===== src/rtl/fir_input_sequencer.sv =====
// Front end for the FIR filter input port: gathers coefficient sets and replays them
// as one CONFIG burst, and buffers samples in a FIFO that it issues as gap-free runs.
module fir_input_sequencer #(
    parameter int unsigned TAP_SIZE     = 3,
    parameter int unsigned NBR_OF_TAPS  = 3,
    parameter int unsigned X_N_SIZE     = 8,
    parameter int unsigned FIFO_DEPTH   = 4,
    parameter int unsigned START_THRESH = 2,
    parameter int unsigned INIT_CYCLES  = 4
) (
    input  logic                clk,
    input  logic                reset,
    input  logic [X_N_SIZE-1:0] in_data,
    input  logic                in_is_coeff,
    input  logic                in_valid,
    output logic                in_ready,
    output logic [X_N_SIZE-1:0] x_n,
    output logic                s_set_coeffs,
    output logic                s_axis_fir_tvalid,
    output logic                busy,
    output logic [7:0]          underrun_cnt
);

    localparam int unsigned PTR_W  = (FIFO_DEPTH > 1) ? $clog2(FIFO_DEPTH) : 1;
    localparam int unsigned CNT_W  = $clog2(FIFO_DEPTH + 1);
    localparam int unsigned IDX_W  = (NBR_OF_TAPS > 1) ? $clog2(NBR_OF_TAPS) : 1;
    localparam int unsigned INIT_W = (INIT_CYCLES > 1) ? $clog2(INIT_CYCLES) : 1;

    typedef enum logic [2:0] {
        WAIT_INIT,
        IDLE,
        LOAD,
        GAP,
        STREAM
    } state_t;

    state_t              state_q, state_d;
    logic [INIT_W-1:0]   init_cnt_q, init_cnt_d;
    logic [IDX_W-1:0]    load_idx_q, load_idx_d;

    logic [TAP_SIZE-1:0] coeff_mem [NBR_OF_TAPS];
    logic [IDX_W-1:0]    coeff_idx_q;
    logic                pending_q;

    logic [X_N_SIZE-1:0] fifo_mem [FIFO_DEPTH];
    logic [PTR_W-1:0]    wr_ptr_q, rd_ptr_q;
    logic [CNT_W-1:0]    count_q;

    logic                fifo_empty, fifo_full;
    logic                push, pop, coeff_acc;
    logic                clear_pending, underrun_inc;
    logic [X_N_SIZE-1:0] x_n_d;
    logic                set_d, tvalid_d;

    assign fifo_empty = (count_q == '0);
    assign fifo_full  = (count_q == CNT_W'(FIFO_DEPTH));

    // Next state and next registered outputs; outputs lag the state decision by one edge
    always_comb begin
        state_d       = state_q;
        init_cnt_d    = init_cnt_q;
        load_idx_d    = load_idx_q;
        x_n_d         = '0;
        set_d         = 1'b0;
        tvalid_d      = 1'b0;
        pop           = 1'b0;
        clear_pending = 1'b0;
        underrun_inc  = 1'b0;
        case (state_q)
            WAIT_INIT: begin
                if (init_cnt_q == INIT_W'(INIT_CYCLES - 1)) begin
                    state_d = IDLE;
                end else begin
                    init_cnt_d = init_cnt_q + 1'b1;
                end
            end
            IDLE: begin
                if (pending_q) begin
                    state_d    = LOAD;
                    load_idx_d = '0;
                end else if (count_q >= CNT_W'(START_THRESH)) begin
                    state_d = STREAM;
                end
            end
            LOAD: begin
                set_d = 1'b1;
                x_n_d = X_N_SIZE'($signed(coeff_mem[load_idx_q]));
                if (load_idx_q == IDX_W'(NBR_OF_TAPS - 1)) begin
                    state_d = GAP;
                end else begin
                    load_idx_d = load_idx_q + 1'b1;
                end
            end
            GAP: begin
                clear_pending = 1'b1;
                state_d       = IDLE;
            end
            STREAM: begin
                if (!fifo_empty) begin
                    pop      = 1'b1;
                    x_n_d    = fifo_mem[rd_ptr_q];
                    tvalid_d = 1'b1;
                end else begin
                    underrun_inc = 1'b1;
                    state_d      = IDLE;
                end
            end
            default: state_d = WAIT_INIT;
        endcase
    end

    // A pending set blocks every word so later samples see the new coefficients
    always_comb begin
        in_ready = 1'b0;
        if (!reset && state_q != WAIT_INIT && !pending_q) begin
            in_ready = in_is_coeff ? 1'b1 : (!fifo_full || pop);
        end
    end

    assign push      = in_valid && in_ready && !in_is_coeff;
    assign coeff_acc = in_valid && in_ready && in_is_coeff;
    assign busy      = (state_q != IDLE) || !fifo_empty || pending_q;

    always_ff @(posedge clk) begin
        if (reset) begin
            state_q           <= WAIT_INIT;
            init_cnt_q        <= '0;
            load_idx_q        <= '0;
            x_n               <= '0;
            s_set_coeffs      <= 1'b0;
            s_axis_fir_tvalid <= 1'b0;
            underrun_cnt      <= '0;
        end else begin
            state_q           <= state_d;
            init_cnt_q        <= init_cnt_d;
            load_idx_q        <= load_idx_d;
            x_n               <= x_n_d;
            s_set_coeffs      <= set_d;
            s_axis_fir_tvalid <= tvalid_d;
            if (underrun_inc && underrun_cnt != 8'hFF) begin
                underrun_cnt <= underrun_cnt + 8'd1;
            end
        end
    end

    // Coefficient collection
    always_ff @(posedge clk) begin
        if (reset) begin
            coeff_idx_q <= '0;
            pending_q   <= 1'b0;
        end else begin
            if (clear_pending) begin
                pending_q <= 1'b0;
            end
            if (coeff_acc) begin
                coeff_mem[coeff_idx_q] <= in_data[TAP_SIZE-1:0];
                if (coeff_idx_q == IDX_W'(NBR_OF_TAPS - 1)) begin
                    coeff_idx_q <= '0;
                    pending_q   <= 1'b1;
                end else begin
                    coeff_idx_q <= coeff_idx_q + 1'b1;
                end
            end
        end
    end

    // Sample FIFO
    always_ff @(posedge clk) begin
        if (reset) begin
            wr_ptr_q <= '0;
            rd_ptr_q <= '0;
            count_q  <= '0;
        end else begin
            if (push) begin
                fifo_mem[wr_ptr_q] <= in_data;
                wr_ptr_q           <= wr_ptr_q + 1'b1;
            end
            if (pop) begin
                rd_ptr_q <= rd_ptr_q + 1'b1;
            end
            case ({push, pop})
                2'b10:   count_q <= count_q + 1'b1;
                2'b01:   count_q <= count_q - 1'b1;
                default: count_q <= count_q;
            endcase
        end
    end

endmodule


===== config.mk =====
export PLATFORM = sky130hd
export DESIGN_NAME = fir_input_sequencer
export DESIGN_NICKNAME = d
export VERILOG_FILES = /design/src/rtl/fir_input_sequencer.sv
export SDC_FILE = /design/constraint.sdc
export NUM_CORES = 1
export LEC_CHECK = 0
export BUFFER_PORTS_ARGS = -buffer_cell sky130_fd_sc_hd__clkbuf_2
export CAP_MARGIN = 30
export CELL_PAD_IN_SITES_DETAIL_PLACEMENT = 0
export CELL_PAD_IN_SITES_GLOBAL_PLACEMENT = 1
export CORE_ASPECT_RATIO = 1.75
export CORE_MARGIN = 5
export CORE_UTILIZATION = 35
export DETAILED_ROUTE_END_ITERATION = 6
export PLACE_DENSITY = 0.71
export SYNTH_ARGS = -nofsm -noshare
export SYNTH_HDL_FRONTEND = slang
export SYNTH_SLANG_ARGS = --single-unit
export TNS_END_PERCENT = 100

===== constraint.sdc =====
create_clock -name clk -period 7.45 [get_ports clk]
set_input_delay 1.49 -clock clk [delete_from_list [all_inputs] [get_ports clk]]
set_output_delay 1.49 -clock clk [all_outputs]
set_load 0.03 [all_outputs]

-- Word-level counts from Yosys, hierarchy flattened
Memory sizes are Yosys's and may differ from the RTL's. A register that Yosys moved wholly into a read port is not among the register bits.
Index checks and enable logic that the tools add are counted.
- register bits: 35
- latch bits: 0
- bits in writable memories: 41
- bits in read-only memories: 0
- bits of input ports: 12
- output and inout port bits: 20
- logic and storage cells: 98
- memories: 2
- memories (name ; words ; bits a word ; rd ports ; clocked after memory_dff ; wr ports ; line ; source):
    fifo_mem ; 4 ; 8 ; 1 ; 1 ; 1 ; 45 ; logic [X_N_SIZE-1:0] fifo_mem [FIFO_DEPTH];
    coeff_mem ; 3 ; 3 ; 1 ; 1 ; 1 ; 41 ; logic [TAP_SIZE-1:0] coeff_mem [NBR_OF_TAPS];
- add/subtract/negate cells: 8
- multipliers: 0
- div/mod/pow operators: 0
- order comparisons: 1
- equality and inequality tests: 18
- shift-type cells: 0
- muxes and demuxes: 34
- bitwise gates (word level): 1
- reductions and logical operators: 22
- operator list (cell ; count):
    two-way mux 1 bit ; 17
    case mux 8 bit (2 select lines) ; 1
    two-way mux 3 bit ; 5
    case mux 3 bit (5 select lines) ; 1
    two-way mux 2 bit ; 7
    adder 2 x 1 -> 2 bit, second input constant ; 5
    inequality test 2 bit, second input constant ; 5
    adder 8 x 1 -> 8 bit, second input constant ; 1
    equality test 2 bit, second input constant ; 4
    two-way mux 8 bit ; 1
    inequality test 8 bit, second input constant ; 1
    equality test 3 x 2 -> 1 bit, second input constant ; 2
    equality test 3 bit, second input constant ; 2
    logical AND 1 bit ; 6
    zero test 3 bit ; 2
    case mux 3 bit (2 select lines) ; 1
    zero test 1 bit ; 5
    case mux 2 bit (2 select lines) ; 1
    AND reduction 4 bit ; 1
    nonzero test 2 bit ; 2
    adder 3 x 1 -> 3 bit, second input constant ; 1
    equality test 3 x 1 -> 1 bit, second input constant ; 1
    >= comparator 3 x 2 -> 1 bit, second input constant ; 1
    logical OR 1 bit ; 3
    8 further kinds ; 8

-- Logic depth before layout (Yosys ltp)
Gate-level depths: netlist (run 1).
- depth after elaboration: 11
- depth in mapped cells: 11
- depth with buffers taken out: 10

-- Worst setup path before layout (run 1)
OpenSTA, ideal clock, no wires.
- path kind: input to output
- start point: input in_is_coeff
- end point: output in_ready
- arrival: 2.287 ns
- data required time: 5.960 ns
- path slack: 3.673 ns
- stages: 3
- path buffers: 0
- cell sequence: or4b_1 > o211ai_2 > inv_2
- cells in the longest elaborated chain, start to end: 2
- ends and longest elaborated chain (what ; line ; source):
    from (decl) ; 14 ; input logic in_is_coeff,
    two-way mux 1 bit ; 116 ; in_ready = in_is_coeff ? 1'b1 : (!fifo_full || pop);
    two-way mux 1 bit ; 115 ; if (!reset && state_q != WAIT_INIT && !pending_q) begin
    to (decl) ; 16 ; output logic in_ready,
No other way between the ends.

-- Worst setup path in the final report (run 1)
Same ends and word-level chain as after synthesis.

==> results of run 1 <==
## worst min-delay path by stage
stage / startpoint / end / slack, ps
after floorplan: init_cnt_q[1]$_SDFFE_PP0P_ / init_cnt_q[1]$_SDFFE_PP0P_ / 460
after global placement: init_cnt_q[1]$_SDFFE_PP0P_ / init_cnt_q[1]$_SDFFE_PP0P_ / 470
after detailed placement: load_idx_q[1]$_SDFFE_PP0P_ / load_idx_q[1]$_SDFFE_PP0P_ / 500
after CTS: init_cnt_q[1]$_SDFFE_PP0P_ / init_cnt_q[1]$_SDFFE_PP0P_ / 500
after global routing: init_cnt_q[1]$_SDFFE_PP0P_ / init_cnt_q[1]$_SDFFE_PP0P_ / 520
final: init_cnt_q[1]$_SDFFE_PP0P_ / init_cnt_q[1]$_SDFFE_PP0P_ / 500
## metal layers
metal  GRT usage [%]  wire [um]  share of wire (%)  up-vias
li1                -          -                  -      977
met4            5.73        141                2.5        0
met5               0          0                  0        -
met2            20.0       3120                 55       31
met1            12.4       2240                 39      935
met3            2.50        171                3.0        8
## area by class of cell
| class | count | area [um^2] | area share, % |
|---|---|---|---|
| flip-flops and latches | 80 | 2010 | 53.4 |
| multi-input cells | 137 | 1100 | 29.1 |
| clock buffers | 10 | 239 | 6.34 |
| repair buffers | 31 | 155 | 4.12 |
| well taps | 120 | 150 | 3.99 |
| inverters | 19 | 71.3 | 1.89 |
| clock inverters | 6 | 42.5 | 1.13 |
## cell families after synthesis
family	synth area share [%]
flops	62.4
simple gates	12.6
compound gates	8.92
buf+inv	3.61
mux	6.83
fa+ha+maj	3.72
xor+xnor	1.90
## through the flow
stage               hold WS [ps]  area (um^2)  power (mW)  std cells  worst slack (ps)
floorplan                    462         3230       0.516        244              3670
global placement             473         3490       0.529        387              3370
detailed placement           500         3490       0.530        387              3360
CTS                          501         3770       0.935        403              3360
global route                 519         3770       0.961        403              3250
finish                       501         3770       0.924        403              3360
## power groups by stage
stage / registers (mW) / logic [mW] / clock network [mW]
2_1_floorplan: 0.483 / 0.0334 / 0
3_3_place_gp: 0.486 / 0.0428 / 0
3_5_place_dp: 0.486 / 0.0443 / 0
4_1_cts: 0.477 / 0.0446 / 0.414
5_1_grt: 0.477 / 0.0503 / 0.434
6_report: 0.477 / 0.0436 / 0.403
## tightest hold or removal path, stage by stage (launching register included)
cell and delay (ps):
dfxtp_1 320, o21ai_1 70, a21oi_1 60
## registers in the layout, summed over array words and instances, names as in the netlist, named ones only
register           cells
init_cnt_q             2
underrun_cnt           8
fifo_mem              32
s_axis_fir_tvalid      1
s_set_coeffs           1
rd_ptr_q               2
pending_q              1
coeff_mem              9
wr_ptr_q               2
state_q                3
x_n                    8
count_q                3
load_idx_q             2
coeff_idx_q            2
## placed cells by master (no fill, tap or decap), types with 3 or more instances in the layout
| master | count |
|---|---|
| a21oi_1 | 7 |
| a31o_1 | 4 |
| and3_1 | 6 |
| clkbuf_16 | 9 |
| clkbuf_2 | 31 |
| dfxtp_1 | 39 |
| edfxtp_1 | 41 |
| ha_1 | 8 |
| inv_1 | 15 |
| inv_2 | 4 |
| mux2i_1 | 4 |
| mux4_2 | 8 |
| nand2_1 | 8 |
| nand3_1 | 7 |
| nor2_1 | 16 |
| nor3_1 | 6 |
| o21ai_0 | 12 |
| or3_1 | 3 |
| xor2_1 | 6 |
==> metrics.txt, run 1 <==
# TYPE chip_impl_metric gauge
chip_impl_metric{name="mappedNetlistArea",unit="um^2"} 3230
chip_impl_metric{name="post_drt_wl_per_cell",unit="um"} 14.1
chip_impl_metric{name="detailroute.via_count",unit=""} 1951
chip_impl_metric{name="antenna-diode-count",unit=""} 0
chip_impl_metric{name="final_layout_size_suffix_gt1_share",unit="%"} 23.3
chip_impl_metric{name="drtAntennaViolNets",unit=""} 0
chip_impl_metric{name="net_total_in_the_final_layout",unit=""} 299
chip_impl_info{name="ys_top_cells_by_area",value="edfxtp_1 38%, dfxtp_1 24%, mux4_2 5.6%"} 1
chip_impl_info{name="synth-main-ff-cell",value="edfxtp_1"} 1
chip_impl_metric{name="firstDrtPassIters",unit=""} 4
chip_impl_metric{name="actual_slew_at_the_worst_max_slew_pin",unit="ps"} 609
chip_impl_info{name="critPathMostFrequentCell",value="clkbuf_2"} 1
chip_impl_info{name="worstReg2RegEnd",value="count_q[2]$_SDFFE_PP0P_"} 1
chip_impl_metric{name="critical-path-max-stage-delay",unit="ps"} 480
chip_impl_metric{name="gp_congestion",unit=""} 0.759
chip_impl_metric{name="clock_latency",unit="ps"} 330
chip_impl_metric{name="share_clk_of_total_power",unit="%"} 43.7
chip_impl_metric{name="fin_tns_setup",unit="ps"} 0
chip_impl_metric{name="post_cts.resized_instances",unit=""} 0
chip_impl_metric{name="timing.fmax",unit="MHz"} 245
chip_impl_metric{name="part_of_the_yosys_area_used_for_sequential_elements",unit="%"} 62.4
chip_impl_metric{name="holdPathStages",unit=""} 2
chip_impl_info{name="worstSetupStartpoint",value="in_is_coeff"} 1
chip_impl_metric{name="die_area",unit="um^2"} 11300
chip_impl_metric{name="critical_path_depth",unit=""} 5
chip_impl_info{name="cts_tree",value="yes"} 1
chip_impl_info{name="critPathTopFamily",value="simple AND/OR/NAND/NOR gates"} 1
chip_impl_metric{name="core_region_area",unit="um^2"} 9040
chip_impl_info{name="cpMaxStageDelayCell",value="or4b_1"} 1
chip_impl_metric{name="internal_power",unit="mW"} 0.723
chip_impl_metric{name="rr_worst_depth",unit=""} 10
chip_impl_metric{name="clock_period_minus_final_worst_setup_slack",unit="ps"} 4090
chip_impl_metric{name="post-route-drc-count",unit=""} 0
chip_impl_metric{name="period_share",unit="%"} 54.9
chip_impl_metric{name="grt_start_max_net_pins",unit=""} 24
chip_impl_info{name="setup.worst_path.class",value="in2out"} 1
chip_impl_metric{name="timing.final.hold_violations",unit=""} 0
chip_impl_metric{name="synthDominantCellAreaShare",unit="%"} 38.2
chip_impl_metric{name="netSwitchingFraction",unit="%"} 21.7
chip_impl_metric{name="synth.ff_latch_count",unit=""} 80
chip_impl_metric{name="cts-buffers-inserted",unit=""} 9
chip_impl_metric{name="number_of_buffers_inserted_by_hold_repair_at_cts",unit=""} 0
chip_impl_info{name="worstHoldPathType",value="reg2reg"} 1
chip_impl_metric{name="synth-edff-count",unit=""} 41
chip_impl_metric{name="grt_antenna_before_repair",unit=""} 0
chip_impl_metric{name="first_iter_violations",unit=""} 96
chip_impl_metric{name="grt_pass1_vias",unit=""} 1962
chip_impl_metric{name="postCtsSetupRepairBufs",unit=""} 0
chip_impl_metric{name="buffer_ports.inserted",unit=""} 31
chip_impl_metric{name="synth.yosys.warnings",unit=""} 0
chip_impl_metric{name="initial_utilization",unit="%"} 35.7
chip_impl_metric{name="ctsLongestPathBuffers",unit=""} 2
chip_impl_metric{name="grt_util_all_layers",unit="%"} 11.3
chip_impl_metric{name="layout.filler_cells",unit=""} 854
chip_impl_metric{name="power.density_cell_area",unit="nW/um^2"} 245
chip_impl_metric{name="critPathRequiredTime",unit="ps"} 5960
chip_impl_info{name="critical_path.reg2reg.startpoint",value="count_q[1]$_SDFFE_PP0P_"} 1
chip_impl_metric{name="p_seq_share",unit="%"} 51.6
chip_impl_metric{name="global_route_wire_length_before_repair",unit="um"} 9500
chip_impl_metric{name="synth_cell_types",unit=""} 51
chip_impl_metric{name="max-vdd-ir-drop",unit="mV"} 0.145
chip_impl_metric{name="dp_hpwl",unit="um"} 4190
chip_impl_metric{name="die-height",unit="um"} 137
chip_impl_metric{name="slew_violations",unit=""} 0
chip_impl_metric{name="row_cnt",unit=""} 46
chip_impl_metric{name="crit_path_max_fanout",unit=""} 7
chip_impl_metric{name="synthesis.area_per_instance",unit="um^2"} 13.2
chip_impl_info{name="post_synth_most_frequent_cells",value="41 x edfxtp_1, 39 x dfxtp_1, 16 x nor2_1, 15 x inv_1, 12 x o21ai_0"} 1
chip_impl_metric{name="post_drt_via_cell_ratio",unit=""} 4.84
chip_impl_info{name="worst_setup_endpoint",value="in_ready"} 1
chip_impl_metric{name="postSynth.asyncResetShare",unit="%"} 0
chip_impl_metric{name="cp_data_arrival_time",unit="ps"} 2600
chip_impl_metric{name="reg2reg_slack",unit="ps"} 4890
chip_impl_info{name="clockRootBuffer",value="clkbuf_16"} 1
chip_impl_metric{name="power_leakage",unit="nW"} 1.40
chip_impl_metric{name="route.final.wire_length",unit="um"} 5670
chip_impl_metric{name="max_cap_violations",unit=""} 0
chip_impl_metric{name="timing.clock.skew",unit="ps"} 7.12
chip_impl_metric{name="h-tree-depth",unit=""} 3
chip_impl_metric{name="utilization",unit="%"} 41.7
chip_impl_metric{name="top_level_ports",unit=""} 32
chip_impl_info{name="synth_area_leader_cell",value="edfxtp_1"} 1
chip_impl_metric{name="clkSinkCount",unit=""} 80
chip_impl_metric{name="comb_power_share",unit="%"} 4.7
chip_impl_metric{name="chipWidth",unit="um"} 82.6
chip_impl_metric{name="maxSlewHeadroom",unit="%"} 59.1
chip_impl_info{name="most_frequent_cell_after_synthesis",value="edfxtp_1"} 1
chip_impl_metric{name="setup_violations",unit=""} 0
chip_impl_metric{name="syn_to_final_growth",unit="%"} 16.8
chip_impl_metric{name="sum_of_overflow_across_all_layers_after_global_routing",unit=""} 0
chip_impl_info{name="critical_path.startpoint_type",value="primary input"} 1
chip_impl_info{name="worstSetupEndpointType",value="output pin"} 1
chip_impl_metric{name="path_buf_inv",unit=""} 3
chip_impl_info{name="setup_repair_after_global_routing_missed_its_margin",value="false"} 1
chip_impl_metric{name="clkTransAtPathRegs",unit="ps"} 60
chip_impl_metric{name="gate_count_post_synth",unit=""} 244
chip_impl_info{name="result_of_the_run",value="finished clean"} 1
chip_impl_metric{name="postSynthNetCount",unit=""} 265
chip_impl_info{name="timing.critical_path.cells",value="clkbuf_2 > or4b_1 > o211ai_2 > inv_2 > clkbuf_2"} 1
chip_impl_metric{name="net-switching-power",unit="mW"} 0.201
Power figures use the tool's default switching activity.
==> inputs of run 2 (changes only) <==
--- a/config.mk
+++ b/config.mk
@@ -13,7 +13,7 @@
 export CORE_MARGIN = 5
 export CORE_UTILIZATION = 35
 export DETAILED_ROUTE_END_ITERATION = 6
-export PLACE_DENSITY = 0.71
+export PLACE_DENSITY = 0.73
 export SYNTH_ARGS = -nofsm -noshare
 export SYNTH_HDL_FRONTEND = slang
 export SYNTH_SLANG_ARGS = --single-unit
==> constraint.sdc (replaced) <==
create_clock -name clk -period 3.3 [get_ports clk]
set_input_delay 0.66 -clock clk [delete_from_list [all_inputs] [get_ports clk]]
set_output_delay 0.66 -clock clk [all_outputs]
set_load 0.03 [all_outputs]
==> run 2 against run 1 <==
  * Sequential share of layout area fell by 0.19 points
  * Global-route usage rose by 0.091 points
  * Largest cell class unchanged
  * Count of clock-buffer cells in the layout fell by 1
  * Final cell count rose by 0.25%
  * Critical path type is now in2reg
==> metrics.txt, run 2 (synthesized netlist as in run 1, its figures left out) <==
# TYPE chip_impl_metric gauge
chip_impl_metric{name="sum_of_overflow_across_all_layers_after_global_routing",unit=""} 0
chip_impl_metric{name="max-vdd-ir-drop",unit="mV"} 0.279
chip_impl_metric{name="clkSinkCount",unit=""} 80
chip_impl_metric{name="clkTransAtPathRegs",unit="ps"} 60
chip_impl_metric{name="fin_tns_setup",unit="ps"} 0
chip_impl_metric{name="net_total_in_the_final_layout",unit=""} 300
chip_impl_metric{name="route.final.wire_length",unit="um"} 5700
chip_impl_metric{name="period_share",unit="%"} 77.4
chip_impl_metric{name="initial_utilization",unit="%"} 35.7
chip_impl_metric{name="slew_violations",unit=""} 0
chip_impl_metric{name="crit_path_max_fanout",unit=""} 4
chip_impl_metric{name="postCtsSetupRepairBufs",unit=""} 0
chip_impl_metric{name="cp_data_arrival_time",unit="ps"} 2820
chip_impl_metric{name="grt_antenna_before_repair",unit=""} 0
chip_impl_info{name="worstHoldPathType",value="reg2reg"} 1
chip_impl_metric{name="setup_violations",unit=""} 0
chip_impl_metric{name="critical-path-max-stage-delay",unit="ps"} 480
chip_impl_metric{name="final_layout_size_suffix_gt1_share",unit="%"} 23.9
chip_impl_metric{name="ctsLongestPathBuffers",unit=""} 2
chip_impl_metric{name="die-height",unit="um"} 137
chip_impl_metric{name="clock_latency",unit="ps"} 330
chip_impl_info{name="setup.worst_path.class",value="in2reg"} 1
chip_impl_metric{name="grt_util_all_layers",unit="%"} 11.4
chip_impl_metric{name="power_leakage",unit="nW"} 1.42
chip_impl_metric{name="chipWidth",unit="um"} 82.6
chip_impl_metric{name="detailroute.via_count",unit=""} 1990
chip_impl_info{name="worstSetupEndpointType",value="flop"} 1
chip_impl_metric{name="dp_hpwl",unit="um"} 4220
chip_impl_metric{name="max_cap_violations",unit=""} 0
chip_impl_metric{name="actual_slew_at_the_worst_max_slew_pin",unit="ps"} 539
chip_impl_info{name="cts_tree",value="yes"} 1
chip_impl_info{name="critPathMostFrequentCell",value="inv_1"} 1
chip_impl_info{name="setup_repair_after_global_routing_missed_its_margin",value="false"} 1
chip_impl_metric{name="clock_period_minus_final_worst_setup_slack",unit="ps"} 2550
chip_impl_metric{name="top_level_ports",unit=""} 32
chip_impl_info{name="timing.critical_path.cells",value="clkbuf_2 > or4b_1 > o211ai_2 > nor2_1 > inv_1 > ha_1 > inv_1 > fa_1 > xor2_1 > or3_1 > a21oi_1"} 1
chip_impl_metric{name="timing.fmax",unit="MHz"} 392
chip_impl_metric{name="power.density_cell_area",unit="nW/um^2"} 562
chip_impl_info{name="layout_commonest_cell",value="edfxtp_1"} 1
chip_impl_metric{name="largest_register_ff_count",unit=""} 32
chip_impl_metric{name="timing.clock.skew",unit="ps"} 4.15
chip_impl_metric{name="buffer_ports.inserted",unit=""} 31
chip_impl_metric{name="detailedPlace.worstSlack",unit="ps"} 398
chip_impl_metric{name="die_area",unit="um^2"} 11300
chip_impl_metric{name="firstDrtPassIters",unit=""} 4
chip_impl_info{name="result_of_the_run",value="finished clean"} 1
chip_impl_info{name="clockRootBuffer",value="clkbuf_16"} 1
chip_impl_metric{name="number_of_buffers_inserted_by_hold_repair_at_cts",unit=""} 0
chip_impl_metric{name="h-tree-depth",unit=""} 3
chip_impl_metric{name="post_cts.resized_instances",unit=""} 0
chip_impl_info{name="layout_top_registers",value="fifo_mem: 32 flops, coeff_mem: 9 flops"} 1
chip_impl_metric{name="global_route_wire_length_before_repair",unit="um"} 9490
chip_impl_metric{name="gp_congestion",unit=""} 0.769
chip_impl_metric{name="drtAntennaViolNets",unit=""} 0
chip_impl_metric{name="antenna-diode-count",unit=""} 0
chip_impl_metric{name="post_drt_via_cell_ratio",unit=""} 4.93
chip_impl_metric{name="row_cnt",unit=""} 46
chip_impl_info{name="layout.cells.most_common_list",value="41 x edfxtp_1, 39 x dfxtp_1, 31 x clkbuf_2"} 1
chip_impl_metric{name="syn_to_final_growth",unit="%"} 17.2
chip_impl_metric{name="maxSlewHeadroom",unit="%"} 63.8
chip_impl_metric{name="grt_pass1_vias",unit=""} 1927
chip_impl_metric{name="post_drt_wl_per_cell",unit="um"} 14.1
chip_impl_metric{name="cts-buffers-inserted",unit=""} 9
chip_impl_metric{name="final.setup.worst_slack",unit="ps"} 747
chip_impl_metric{name="grt_start_max_net_pins",unit=""} 23
chip_impl_info{name="critical_path.startpoint_type",value="primary input"} 1
chip_impl_metric{name="first_iter_violations",unit=""} 114
chip_impl_info{name="cpMaxStageDelayCell",value="or4b_1"} 1
chip_impl_metric{name="core_region_area",unit="um^2"} 9040
chip_impl_metric{name="post-route-drc-count",unit=""} 0
chip_impl_metric{name="critPathRequiredTime",unit="ps"} 3560
chip_impl_metric{name="timing.final.hold_violations",unit=""} 0
chip_impl_info{name="max_flop_register",value="fifo_mem"} 1
-- run 2: metrics by stage --
step	total power, mW	hold slack (ps)	utilization, %	instance area [um^2]	instances
2_1_floorplan	1.17	462	-	3230	244
3_3_place_gp	1.20	472	38.7	3490	388
3_5_place_dp	1.20	484	38.7	3490	388
4_1_cts	2.15	492	41.8	3780	404
5_1_grt	2.21	503	41.8	3780	404
6_report	2.12	487	41.8	3780	404
-- run 2: path summary, 6_finish.rpt --
| path | start | cells past startpoint | end | slack, ps |
|---|---|---|---|---|
| worst max register to register | count_q[2]$_SDFFE_PP0P_ | 10 | count_q[2]$_SDFFE_PP0P_ | 750 |
| worst max-delay path | in_is_coeff | 11 | count_q[2]$_SDFFE_PP0P_ | 750 |
| worst min-delay path | init_cnt_q[1]$_SDFFE_PP0P_ | 2 | init_cnt_q[1]$_SDFFE_PP0P_ | 490 |
| worst min register to register | init_cnt_q[1]$_SDFFE_PP0P_ | 2 | init_cnt_q[1]$_SDFFE_PP0P_ | 490 |
-- run 2: power by group --
part / internal, mW / switching [mW]
Clock: 0.578 / 0.371
Sequential: 1.06 / 0.0162
Combinational: 0.0407 / 0.0583
Total: 1.68 / 0.446
-- run 2: area by class of cell --
| class | instances | area [um^2] |
|---|---|---|
| timing repair buffer | 32 | 163 |
| clock inverter | 7 | 62.6 |
| clock buffer | 9 | 225 |
| inverter | 19 | 71.3 |
| sequential | 80 | 2010 |
| fill | 868 | 5260 |
| multi-input combinational | 137 | 1100 |
| tap | 120 | 150 |
-- run 2: per-layer routing --
layer	vias up	wire length [um]	GRT usage (%)
met5	-	0	0
met4	0	143	6.27
met3	11	232	3.16
met2	39	3080	19.6
met1	964	2250	12.4
li1	976	-	-
-- run 2: critical path, delay by kind of cell --
kind            cells  cell delay, ps
compound gates      2             340
buf+inv             3             230
xor+xnor            1             160
simple gates        3             870
fa+ha+maj           2             550
